==> config.mk <==
export PLATFORM = sky130hd
export DESIGN_NAME = auc_ram_warb
export DESIGN_NICKNAME = d
export VERILOG_FILES = /design/src/rtl/auc_ram_warb.sv
export SDC_FILE = /design/constraint.sdc
export NUM_CORES = 1
export LEC_CHECK = 0
export CORE_AREA = 2 2 407 409
export CTS_BUF_LIST = sky130_fd_sc_hd__clkbuf_4
export DETAILED_ROUTE_END_ITERATION = 10
export DIE_AREA = 0 0 409 411
export SETUP_SLACK_MARGIN = 0.05
export SYNTH_ARGS = -nofsm -noshare
export SYNTH_HDL_FRONTEND = slang
export SYNTH_SLANG_ARGS = --single-unit
export TNS_END_PERCENT = 30
==> constraint.sdc <==
create_clock -name clk -period 3.25 [get_ports clk]
set_input_delay 0.65 -clock clk [delete_from_list [all_inputs] [get_ports clk]]
set_output_delay 0.65 -clock clk [all_outputs]
set_load 0.1 [all_outputs]
==> src/rtl/auc_ram_warb.sv <==
// Round-robin write-port arbiter for the ECC core operand RAM.
// Requesters may lock the port for multi-word bursts; a hung lock owner is released after LOCK_TMO idle cycles.
module auc_ram_warb #(
    parameter int WIDTH    = 256,
    parameter int ADDR     = 5,
    parameter int NREQ     = 3,
    parameter int LOCK_TMO = 16
) (
    input  logic                    clk,
    input  logic                    rst,
    input  logic [NREQ-1:0]         req_wen,
    input  logic [NREQ-1:0]         req_lock,
    input  logic [NREQ*ADDR-1:0]    req_wadd,
    input  logic [NREQ*WIDTH-1:0]   req_wdat,
    output logic [NREQ-1:0]         gnt,
    output logic                    ram_wen,
    output logic [ADDR-1:0]         ram_wadd,
    output logic [WIDTH-1:0]        ram_wdat,
    output logic                    arb_lock,
    output logic                    lock_err
);

    localparam int PW = (NREQ > 1) ? $clog2(NREQ) : 1;
    localparam int TW = (LOCK_TMO > 0) ? $clog2(LOCK_TMO + 1) : 1;

    typedef enum logic {
        S_IDLE = 1'b0,
        S_LOCK = 1'b1
    } state_t;

    state_t             r_state, w_state_next;
    logic [PW-1:0]      r_ptr, w_ptr_next;
    logic [PW-1:0]      r_owner, w_owner_next;
    logic [TW-1:0]      r_tmo_cnt, w_tmo_cnt_next;
    logic               r_lock_err, w_lock_err_next;

    logic               r_ram_wen;
    logic [ADDR-1:0]    r_ram_wadd;
    logic [WIDTH-1:0]   r_ram_wdat;

    logic [ADDR-1:0]    w_wadd [NREQ];
    logic [WIDTH-1:0]   w_wdat [NREQ];
    logic [NREQ-1:0]    w_gnt_raw;
    logic [PW-1:0]      w_sel;
    logic [PW-1:0]      w_cand;
    logic [PW:0]        w_sum;
    logic               w_found;
    logic               w_xfer;

    function automatic logic [PW-1:0] f_next_idx(input logic [PW-1:0] idx);
        if (idx == PW'(NREQ - 1))
            return '0;
        else
            return idx + 1'b1;
    endfunction

    genvar gi;
    generate
        for (gi = 0; gi < NREQ; gi++) begin : g_req
            assign w_wadd[gi] = req_wadd[gi*ADDR +: ADDR];
            assign w_wdat[gi] = req_wdat[gi*WIDTH +: WIDTH];
            // Grants are forced low while reset is asserted, independent of the clock.
            assign gnt[gi]    = rst & w_gnt_raw[gi];
        end
    endgenerate

    assign w_xfer = |gnt;

    // Grant selection: locked owner only, otherwise first requester from r_ptr upward.
    always_comb begin
        w_gnt_raw = '0;
        w_sel     = '0;
        w_found   = 1'b0;
        w_sum     = '0;
        w_cand    = '0;
        if (r_state == S_LOCK) begin
            w_sel = r_owner;
            if (req_wen[r_owner]) begin
                w_gnt_raw[r_owner] = 1'b1;
            end
        end else begin
            for (int k = 0; k < NREQ; k++) begin
                w_sum = {1'b0, r_ptr} + (PW+1)'(k);
                if (w_sum >= (PW+1)'(NREQ)) begin
                    w_sum = w_sum - (PW+1)'(NREQ);
                end
                w_cand = w_sum[PW-1:0];
                if (!w_found && req_wen[w_cand]) begin
                    w_found           = 1'b1;
                    w_sel             = w_cand;
                    w_gnt_raw[w_cand] = 1'b1;
                end
            end
        end
    end

    always_comb begin
        w_state_next    = r_state;
        w_ptr_next      = r_ptr;
        w_owner_next    = r_owner;
        w_tmo_cnt_next  = r_tmo_cnt;
        w_lock_err_next = 1'b0;
        case (r_state)
            S_IDLE: begin
                if (w_xfer) begin
                    if (req_lock[w_sel]) begin
                        w_state_next   = S_LOCK;
                        w_owner_next   = w_sel;
                        w_tmo_cnt_next = '0;
                    end else begin
                        w_ptr_next = f_next_idx(w_sel);
                    end
                end
            end
            S_LOCK: begin
                if (w_xfer) begin
                    if (req_lock[r_owner]) begin
                        w_tmo_cnt_next = '0;
                    end else begin
                        w_state_next = S_IDLE;
                        w_ptr_next   = f_next_idx(r_owner);
                    end
                end else if ((LOCK_TMO > 0) && (r_tmo_cnt == TW'(LOCK_TMO - 1))) begin
                    w_state_next    = S_IDLE;
                    w_ptr_next      = f_next_idx(r_owner);
                    w_lock_err_next = 1'b1;
                end else if (r_tmo_cnt != '1) begin
                    w_tmo_cnt_next = r_tmo_cnt + 1'b1;
                end
            end
            default: begin
                w_state_next = S_IDLE;
            end
        endcase
    end

    always_ff @(posedge clk or negedge rst) begin
        if (!rst) begin
            r_state    <= S_IDLE;
            r_ptr      <= '0;
            r_owner    <= '0;
            r_tmo_cnt  <= '0;
            r_lock_err <= 1'b0;
        end else begin
            r_state    <= w_state_next;
            r_ptr      <= w_ptr_next;
            r_owner    <= w_owner_next;
            r_tmo_cnt  <= w_tmo_cnt_next;
            r_lock_err <= w_lock_err_next;
        end
    end

    // Address and data hold their last written value between writes.
    always_ff @(posedge clk or negedge rst) begin
        if (!rst) begin
            r_ram_wen  <= 1'b0;
            r_ram_wadd <= '0;
            r_ram_wdat <= '0;
        end else begin
            r_ram_wen <= w_xfer;
            if (w_xfer) begin
                r_ram_wadd <= w_wadd[w_sel];
                r_ram_wdat <= w_wdat[w_sel];
            end
        end
    end

    assign ram_wen  = r_ram_wen;
    assign ram_wadd = r_ram_wadd;
    assign ram_wdat = r_ram_wdat;
    assign arb_lock = (r_state == S_LOCK);
    assign lock_err = r_lock_err;

endmodule
==> reports/metrics.cfg, run 1 <==
[pwr]
clockPowerShare=0.086
switchingPower_mw=29.46
power_leakage_nw=12.47
switching_share=0.6309
irDropWorstVdd_v=0.0008366
p_per_area_mw_per_mm2=1521
p_comb_frac=0.772
seqPwrFrac=0.142
p_int_mw=17.24

[global_routing]
grt_overflow_total=0
grt_pass1_vias=20883
grt_max_degree=96
antenna_found_initial=108
track_usage=0.1723
grt_first_pass_wirelength_mm=194.9

[worst_setup_path]
path_max_fanout=8
path_class=reg2out
path_cells=buf_4, ha_4, nor2b_2, o31a_1, a22o_1, or2_4, buf_12
cpMaxStageDelayCell=dfrtp_1
start_kind=flip-flop
cp.required_ns=2.60
max_stage_delay_ns=0.40
end_kind=output port
cp.arrival_ns=2.98

[yosys]
syn-num-nets=2934
synth_top_area_frac=0.4420
synth_area_per_cell_um2=7.235
yosys_most_used_dff=dfrtp_1
async_flop_share=1.000
synthCells=2136
synthTopCellsByCount=789 x a21oi_1, 527 x nand2_1, 273 x dfrtp_1
ys_warn_count=0
synth_area_leaders=dfrtp_1 44%, a21oi_1 26%, nand2_1 13%
yosysMostFrequentCell=a21oi_1
synth_seq_cells=273
seq_area_frac_synth=0.4420
synth_top_area_cell=dfrtp_1
synth_edf_count=0
ys_types=49
synth_area_mm2=0.01545

[cells_and_area]
final_area_mm2=0.03070
fillers=18503
nets=4108
postLayoutCoreUtil=0.1873
multi_input_area_mm2=0.007764
area_growth_syn_to_layout_pct=98.62
seq_area_mm2=0.006833
finalNonFillerCells=5604
drive_above_1_share=0.1875

[cts]
cts_sinks=273
cts_max_level=3
cts_tree=done
insertion_delay_ns=1.04
cts_buffers=95
cts_buffer_depth=3
cts_root_buffer=clkbuf_4
clk_pin_slew_ns=0.06

[placed_design]
port-buffer-count=1057
place_congestion=0.9509
place_ws_ns=-0.3609
hpwl_mm=128.1
dp_cells=5392
placed_area_mm2=0.02929

[die]
dieArea_mm2=0.1681
core.rowCount=149
die_h_um=411
top_level_ports=1058
die_w_um=409
start_util=0.09431
core_region_area_mm2=0.1639

[timing]
min_period_ns=3.633
max_slew.worst_pin.slew_ns=0.8890
max_freq_mhz=275.3
setup_tns_ns=-1.105
setup_slack_ns=-0.3828
finalHoldViolCount=0
finalClockSkew_ns=0.07567
finalMaxSlewViolations=0
rsz0062_at_grt=yes
relSlewSlack=0.4114
setup_violations=3
fin_crit_sh=1.118

[job]
maxCapViolCount=0

[status]
violations=negative setup slack
status=finished, violations left

[detailed_routing]
drt_iter0_drc=1805
postRouteAntennaNets=0
vias=21430
wl_mm=151.5
drcViolationCount=0
routedWlPerCell_um=27.03
viasPerCell=3.824
dr.pass1.iters=7

[worst_hold_path]
hp-class=in2reg

-- state kept, by name (all words and copies together), names as in the netlist --
| register | cells |
|---|---|
| ram_wen | 1 |
| ram_wdat | 256 |
| arb_lock | 1 |
| ram_wadd | 5 |
| r_owner | 2 |
| r_tmo_cnt | 5 |
| r_ptr | 2 |
| lock_err | 1 |
-- layout by cell type (no fill, tap or decap), types with 3 or more instances in the layout --
cell type	count
nand2b_1	4
o31ai_1	3
clkinv_1	25
inv_2	3
diode_2	34
a21oi_1	788
and3b_1	3
clkdlybuf4s50_1	789
dfrtp_1	272
inv_1	7
clkbuf_4	129
buf_4	412
nor3_1	6
clkinv_2	8
nand3_1	10
nand2_1	527
ha_1	5
mux2i_1	5
buf_12	51
and3_1	4
o22ai_1	3
nor2_1	265
o21ai_0	6
-- stage by stage --
step                hold WS (ns)  power, mW
floorplan                 0.3544      29.54
global placement          0.4865      42.70
detailed placement        0.5080      42.77
CTS                     0.002427      47.25
global route             0.09491      49.50
finish                    0.2515      46.70
-- worst paths after layout --
path / endpoint / start / depth (start not counted) / slack [ns]
max: gnt[1] / r_ptr[0] / 7 / -0.38
min: ram_wdat[138] / req_wdat[650] / 3 / 0.25
max reg2reg: ram_wdat[118] / r_ptr[0] / 12 / 0.15
min reg2reg: r_tmo_cnt[0] / r_tmo_cnt[0] / 1 / 0.52
max in group asynchronous: ram_wdat[247] / rst / 4 / 1.14
min in group asynchronous: ram_wdat[73] / rst / 3 / 0.65
-- critical path, delay by kind of cell, from the launching register on --
kind	cells	cell delay (ns)
AOI/OAI and AO/OA	2	0.62
and+or+nand+nor	2	0.48
DFF	1	0.40
buffers and inverters	2	0.34
adders and majority gates	1	0.19
-- cell type report --
type,count,share of cell area
diodes,34,0.002772
clock buffers,129,0.03155
clock inverters,39,0.006522
inverters,10,0.001467
multi-input cells,1673,0.2529
flip-flops and latches,273,0.2226
well taps,2189,0.08922
repair buffers,1257,0.3930
-- power groups by stage --
stage	Clock, mW	Combinational (mW)	Sequential (mW)
floorplan	0	11.0	18.5
finish	4.03	36.0	6.62
detailed placement	0	36.1	6.62
global placement	0	36.1	6.61
global route	4.37	38.3	6.82
CTS	4.27	36.4	6.61
-- cells by family after synthesis --
| family | count (synthesis) | share of synthesized area |
|---|---|---|
| AO/OA/AOI/OAI | 821 | 0.2732 |
| adder cells (fa/ha/maj) | 7 | 0.005667 |
| buffers and inverters | 190 | 0.06193 |
| flip-flops | 273 | 0.4420 |
| multiplexers | 6 | 0.003967 |
| AND/OR/NAND/NOR | 839 | 0.2132 |
-- what timing repair did --
item | in CTS | in global routing
gates resized for setup | 12 | 3
hold buffers | 2 | 0
setup buffers | 5 | 3
setup endpoints to repair | 4 | 3
pin swaps | 5 | 3
gates cloned | 0 | 0
endpoints found under the hold margin | 78 | 0
-- layer usage --
metal / track usage / share of wire
met1: 0.2076 / 0.40
met2: 0.2788 / 0.47
met3: 0.06965 / 0.10
met4: 0.05363 / 0.026
met5: 0 / 0.0024
Power figures use the tool's default switching activity.
==> run 2: changes to the inputs <==
- SKIP_LAST_GASP: unset -> 1
==> reports/metrics.cfg, run 2 (synthesis gave the netlist of run 1 again) <==
[die]
die_h_um=411  ; unchanged
start_util=0.09431  ; unchanged
core_region_area_mm2=0.1639  ; unchanged
top_level_ports=1058  ; unchanged
dieArea_mm2=0.1681  ; unchanged
core.rowCount=149  ; unchanged
die_w_um=409  ; unchanged

[placed_design]
place_congestion=0.9509  ; unchanged
placed_area_mm2=0.02929  ; unchanged
hpwl_mm=128.1  ; unchanged
place_ws_ns=-0.3609  ; unchanged
port-buffer-count=1057  ; unchanged

[global_routing]
grt_first_pass_wirelength_mm=194.9  ; unchanged
antenna_found_initial=108  ; unchanged
grt_max_degree=96  ; unchanged
track_usage=0.1723  ; unchanged
grt_overflow_total=0  ; unchanged
grt_pass1_vias=20885  ; +0.0096%

[pwr]
p_comb_frac=0.772  ; about the same
seqPwrFrac=0.142  ; about the same
irDropWorstVdd_v=0.0008366  ; unchanged
p_per_area_mw_per_mm2=1521  ; about the same
switchingPower_mw=29.46  ; about the same
finalPower_mw=46.70  ; about the same
clockPowerShare=0.086  ; about the same
power_leakage_nw=12.47  ; unchanged
switching_share=0.6309  ; about the same
p_int_mw=17.24  ; about the same

[cts]
cts_max_level=3  ; unchanged
cts_buffers=95  ; unchanged
cts_root_buffer=clkbuf_4
clk_pin_slew_ns=0.06  ; about the same
insertion_delay_ns=1.04  ; about the same
cts_buffer_depth=3  ; unchanged
cts_sinks=273  ; unchanged
cts_tree=done

[timing]
finalHoldViolCount=0  ; unchanged
min_period_ns=3.615  ; -0.01757 ns
fin_crit_sh=1.112  ; -0.005406
max_freq_mhz=276.6  ; +0.49%
max_slew.worst_pin.slew_ns=0.8890  ; -0.00000005960 ns
rsz0062_at_grt=yes
relSlewSlack=0.4114  ; unchanged
fin_hold_ws_ns=0.2512  ; -0.0003140 ns
setup_slack_ns=-0.3653  ; +0.01757 ns
setup_violations=3  ; unchanged
finalMaxSlewViolations=0  ; unchanged
finalClockSkew_ns=0.07368  ; -0.001985 ns

[cells_and_area]
drive_above_1_share=0.1875  ; unchanged
layout_commonest_cell=clkdlybuf4s50_1
postLayoutCoreUtil=0.1873  ; about the same
nets=4108  ; unchanged
largest_register_ffs=256  ; unchanged
fillers=18502  ; -0.0054%
area_growth_syn_to_layout_pct=98.64  ; about the same
final_area_mm2=0.03070  ; about the same
layout_common_cells=789 x clkdlybuf4s50_1, 788 x a21oi_1, 527 x nand2_1

[worst_setup_path]
cp.required_ns=2.60  ; about the same
end_kind=output port
start_kind=flip-flop
path_class=reg2out
cp.arrival_ns=2.97  ; about the same
max_stage_delay_ns=0.44  ; +0.04 ns
cpMaxStageDelayCell=dfrtp_1
path_max_fanout=6  ; -2
path_cells=ha_4, buf_6, and4bb_2, o21ai_2, a21oi_1, a211oi_2, buf_4, inv_1, buf_12

[detailed_routing]
wl_mm=151.5  ; about the same
vias=21427  ; -0.014%
drcViolationCount=0  ; unchanged
dr.pass1.iters=8  ; +1
drt_iter0_drc=1807  ; +0.11%
postRouteAntennaNets=0  ; unchanged
viasPerCell=3.823  ; about the same
routedWlPerCell_um=27.02  ; about the same

[worst_hold_path]
hp-class=in2reg

[status]
violations=negative setup slack
status=finished, violations left

[job]
maxCapViolCount=0  ; unchanged

run 2: cell count changes in the layout (fill, tap and decap cells not counted), sizes merged:
| cell | before | now |
|---|---|---|
| diode | 34 | 35 |
run 2: layout make-up:
| class | instances | area, um^2 | share of cell area |
|---|---|---|---|
| diodes | 35 | 87.58 | 0.002853 |
| multi-input cells | 1673 | 7764 | 0.2529 |
| repair buffers | 1257 | 12060 | 0.3929 |
| inverters | 10 | 45.04 | 0.001467 |
| clock buffers | 129 | 968.4 | 0.03155 |
| flip-flops and latches | 273 | 6833 | 0.2226 |
| well taps | 2189 | 2739 | 0.08922 |
| clock inverters | 39 | 200.2 | 0.006521 |
run 2: power groups by stage:
stage	clock (mW)	combinational (mW)	sequential, mW
2_1_floorplan	0	11.0	18.5
3_3_place_gp	0	36.1	6.61
3_5_place_dp	0	36.1	6.62
4_1_cts	4.27	36.4	6.61
5_1_grt	4.37	38.3	6.82
6_report	4.03	36.1	6.62
run 2: timing repair:
item                       4_1_cts  5_1_grt
hold buffers                     2        0
pin swaps                        4        2
buffers inserted                 5        3
hold endpoints to repair        78        0
resized for setup               12        3
setup endpoints to repair        4        3
run 2: through the flow:
step / TNS, ns / instances
after floorplan: 0 / 2136
after global routing: -1.796 / 5587
after detailed placement: -27.89 / 5392
after CTS: -1.776 / 5567
final: -1.079 / 5605
after global placement: -24.37 / 5392
run 2: worst paths after layout:
kind,start,to,slack [ns],cells past startpoint
setup / recovery,r_ptr[1],gnt[0],-0.37,9
hold / removal,req_wdat[650],ram_wdat[138],0.25,3
setup reg to reg,r_ptr[0],ram_wdat[118],0.19,12
hold reg to reg,r_tmo_cnt[0],r_tmo_cnt[0],0.52,1
max in group asynchronous,rst,ram_wdat[247],1.13,4
min in group asynchronous,rst,ram_wdat[73],0.65,3
run 2: worst max-delay path, delay by kind of cell (launching register included):
kind | cells | cell delay (ns)
DFF | 1 | 0.44
AOI/OAI and AO/OA | 3 | 0.34
buffers and inverters | 4 | 0.58
adders and majority gates | 1 | 0.31
and+or+nand+nor | 1 | 0.31
run 2: layer usage:
metal  share of wire  global-route usage  up-vias
met3            0.10             0.06965      304
met1            0.40              0.2076    10251
met4           0.026             0.05363       54
li1                -                   -     9670
met5          0.0024                   0        -
met2            0.47              0.2788     1148
==> run 3: changes to the inputs <==
- CORE_AREA: 2 2 407 409 -> 2 2 415 417
- DIE_AREA: 0 0 409 411 -> 0 0 417 419
- DONT_BUFFER_PORTS: unset -> 1
==> reports/metrics.cfg, run 3 (synthesis gave the netlist of run 1 again) <==
[worst_setup_path]
cp.arrival_ns=3.04  ; +0.07 ns
cpMaxStageDelayCell=dfrtp_2
cp.required_ns=2.60  ; about the same
max_stage_delay_ns=0.45  ; about the same
path_max_fanout=6  ; unchanged
path_class=reg2out
start_kind=flip-flop
path_cells=ha_4, buf_6, nor3b_1, o31a_1, a22o_1, or2_4
end_kind=output port

[timing]
rsz0062_at_grt=yes
max_freq_mhz=270.8  ; -2.1%
setup_violations=223  ; +220
finalHoldViolCount=273  ; +273
fin_crit_sh=1.136  ; +0.02379
finalMaxSlewViolations=0  ; unchanged
max_slew.worst_pin.slew_ns=1.207  ; +0.3181 ns
fin_hold_ws_ns=-0.7127  ; -0.9638 ns
setup_slack_ns=-0.4426  ; -0.07733 ns
setup_tns_ns=-24.62  ; -23.55 ns
finalClockSkew_ns=0.1811  ; +0.1074 ns
relSlewSlack=0.1953  ; -0.2161
min_period_ns=3.693  ; +0.07733 ns

[placed_design]
hpwl_mm=95.65  ; -25%
place_congestion=0.9580  ; +0.75%
port-buffer-count=0  ; -100%

[cts]
cts_buffer_depth=3  ; unchanged
insertion_delay_ns=1.15  ; +0.11 ns
cts_buffers=85  ; -11%
cts_tree=done
cts_max_level=3  ; unchanged
cts_sinks=273  ; unchanged
clk_pin_slew_ns=0.07  ; about the same
ctsHoldBuffers=781  ; +779
cts_root_buffer=clkbuf_4

[detailed_routing]
drcViolationCount=0  ; unchanged
viasPerCell=4.088  ; +6.9%
vias=21697  ; +1.3%
drt_iter0_drc=2129  ; +18%
routedWlPerCell_um=24.22  ; -10%
wl_mm=128.6  ; -15%
dr.pass1.iters=6  ; -2
postRouteAntennaNets=0  ; unchanged

[cells_and_area]
layout_common_cells=785 x a21oi_1, 780 x dlygate4sd3_1, 527 x nand2_1
layout_commonest_cell=a21oi_1
area_growth_syn_to_layout_pct=80.41
fillers=18954  ; +2.4%
drive_above_1_share=0.09581  ; -0.09171
largest_register_ffs=256  ; unchanged
nets=3744  ; -8.9%

[die]
die_h_um=419  ; +1.9%
core.rowCount=152  ; +2.0%
die_w_um=417  ; +2.0%
top_level_ports=1058  ; unchanged
dieArea_mm2=0.1747  ; +3.9%
start_util=0.09059  ; -0.003717
core_region_area_mm2=0.1706  ; +4.1%

[global_routing]
track_usage=0.1357  ; -0.03659
antenna_found_initial=129  ; +19%
grt_overflow_total=0  ; unchanged
grt_max_degree=278  ; +190%
grt_first_pass_wirelength_mm=164.4  ; -16%
grt_pass1_vias=20533  ; -1.7%

[worst_hold_path]
hp-class=in2async

[job]
maxCapViolCount=0  ; unchanged

[status]
violations=negative hold slack, negative setup slack
status=finished, violations left

[run 3: cell types whose count changed in the layout (fill, tap and decap cells not counted), moves of 9 or more]
cell	change
buf_12	-26
buf_4	-321
clkbuf_4	-9
clkdlybuf4s50_1	-789
diode_2	+34
dlygate4sd3_1	+778
[run 3: layer usage]
layer | wire length (um) | up-vias | share of wire | global-route usage
met3 | 16920 | 672 | 0.13 | 0.07363
met2 | 55500 | 1781 | 0.43 | 0.2043
met4 | 9639 | 110 | 0.075 | 0.08917
li1 | - | 8978 | - | -
met5 | 846 | - | 0.0066 | 0.01028
met1 | 45660 | 10156 | 0.36 | 0.1461
[run 3: critical path: cells and delay by family, from the launching register on]
family	cells	cell delay, ns
flops	1	0.45
fa+ha+maj	1	0.30
compound gates	2	0.52
buf+inv	1	0.13
simple gates	2	0.50
[run 3: through the flow]
stage / std cells / util / hold slack (ns) / worst slack (ns) / area (um^2)
after global routing: 5269 / 0.1629 / -0.9042 / -0.6575 / 27780
after CTS: 5227 / 0.1614 / -0.9976 / -0.6731 / 27530
final: 5308 / 0.1634 / -0.7127 / -0.4426 / 27880
after detailed placement: 4292 / 0.1081 / 0.3624 / -0.1828 / 18450
after global placement: 4292 / 0.1081 / 0.3599 / -0.1109 / 18450
after floorplan: 2136 / - / 0.3544 / 0.07071 / 15470
[run 3: layout make-up]
type,instances,area (um^2),area share
antenna,69,172.7,0.006193
clock buffer,120,900.9,0.03231
clock inverter,27,195.2,0.007001
inverter,10,50.05,0.001795
multi-input combinational,1673,7802,0.2798
sequential,273,6837,0.2452
tap,2233,2794,0.1002
timing repair buffer,903,9130,0.3275
[run 3: worst paths after layout]
path	start	end	slack [ns]	depth (start not counted)
worst max-delay path	r_ptr[1]	gnt[1]	-0.44	6
worst min-delay path	rst	ram_wdat[74]	-0.71	0
worst max register to register	r_ptr[1]	ram_wdat[22]	-0.22	16
worst min register to register	r_tmo_cnt[3]	r_tmo_cnt[3]	0.53	1
max in group asynchronous	rst	arb_lock	2.98	0
min in group clk	req_wdat[330]	ram_wdat[74]	0.17	4
[run 3: timing repair]
item	in CTS	in global routing
hold endpoints to repair	544	273
setup buffers	7	11
endpoints found under the setup margin	66	243
gates cloned	0	2
gates resized for setup	27	16
pin swaps	5	14
Power of run 3 is not shown: default switching activity piles up to over one toggle a cycle in this logic, so the estimate is an artifact.
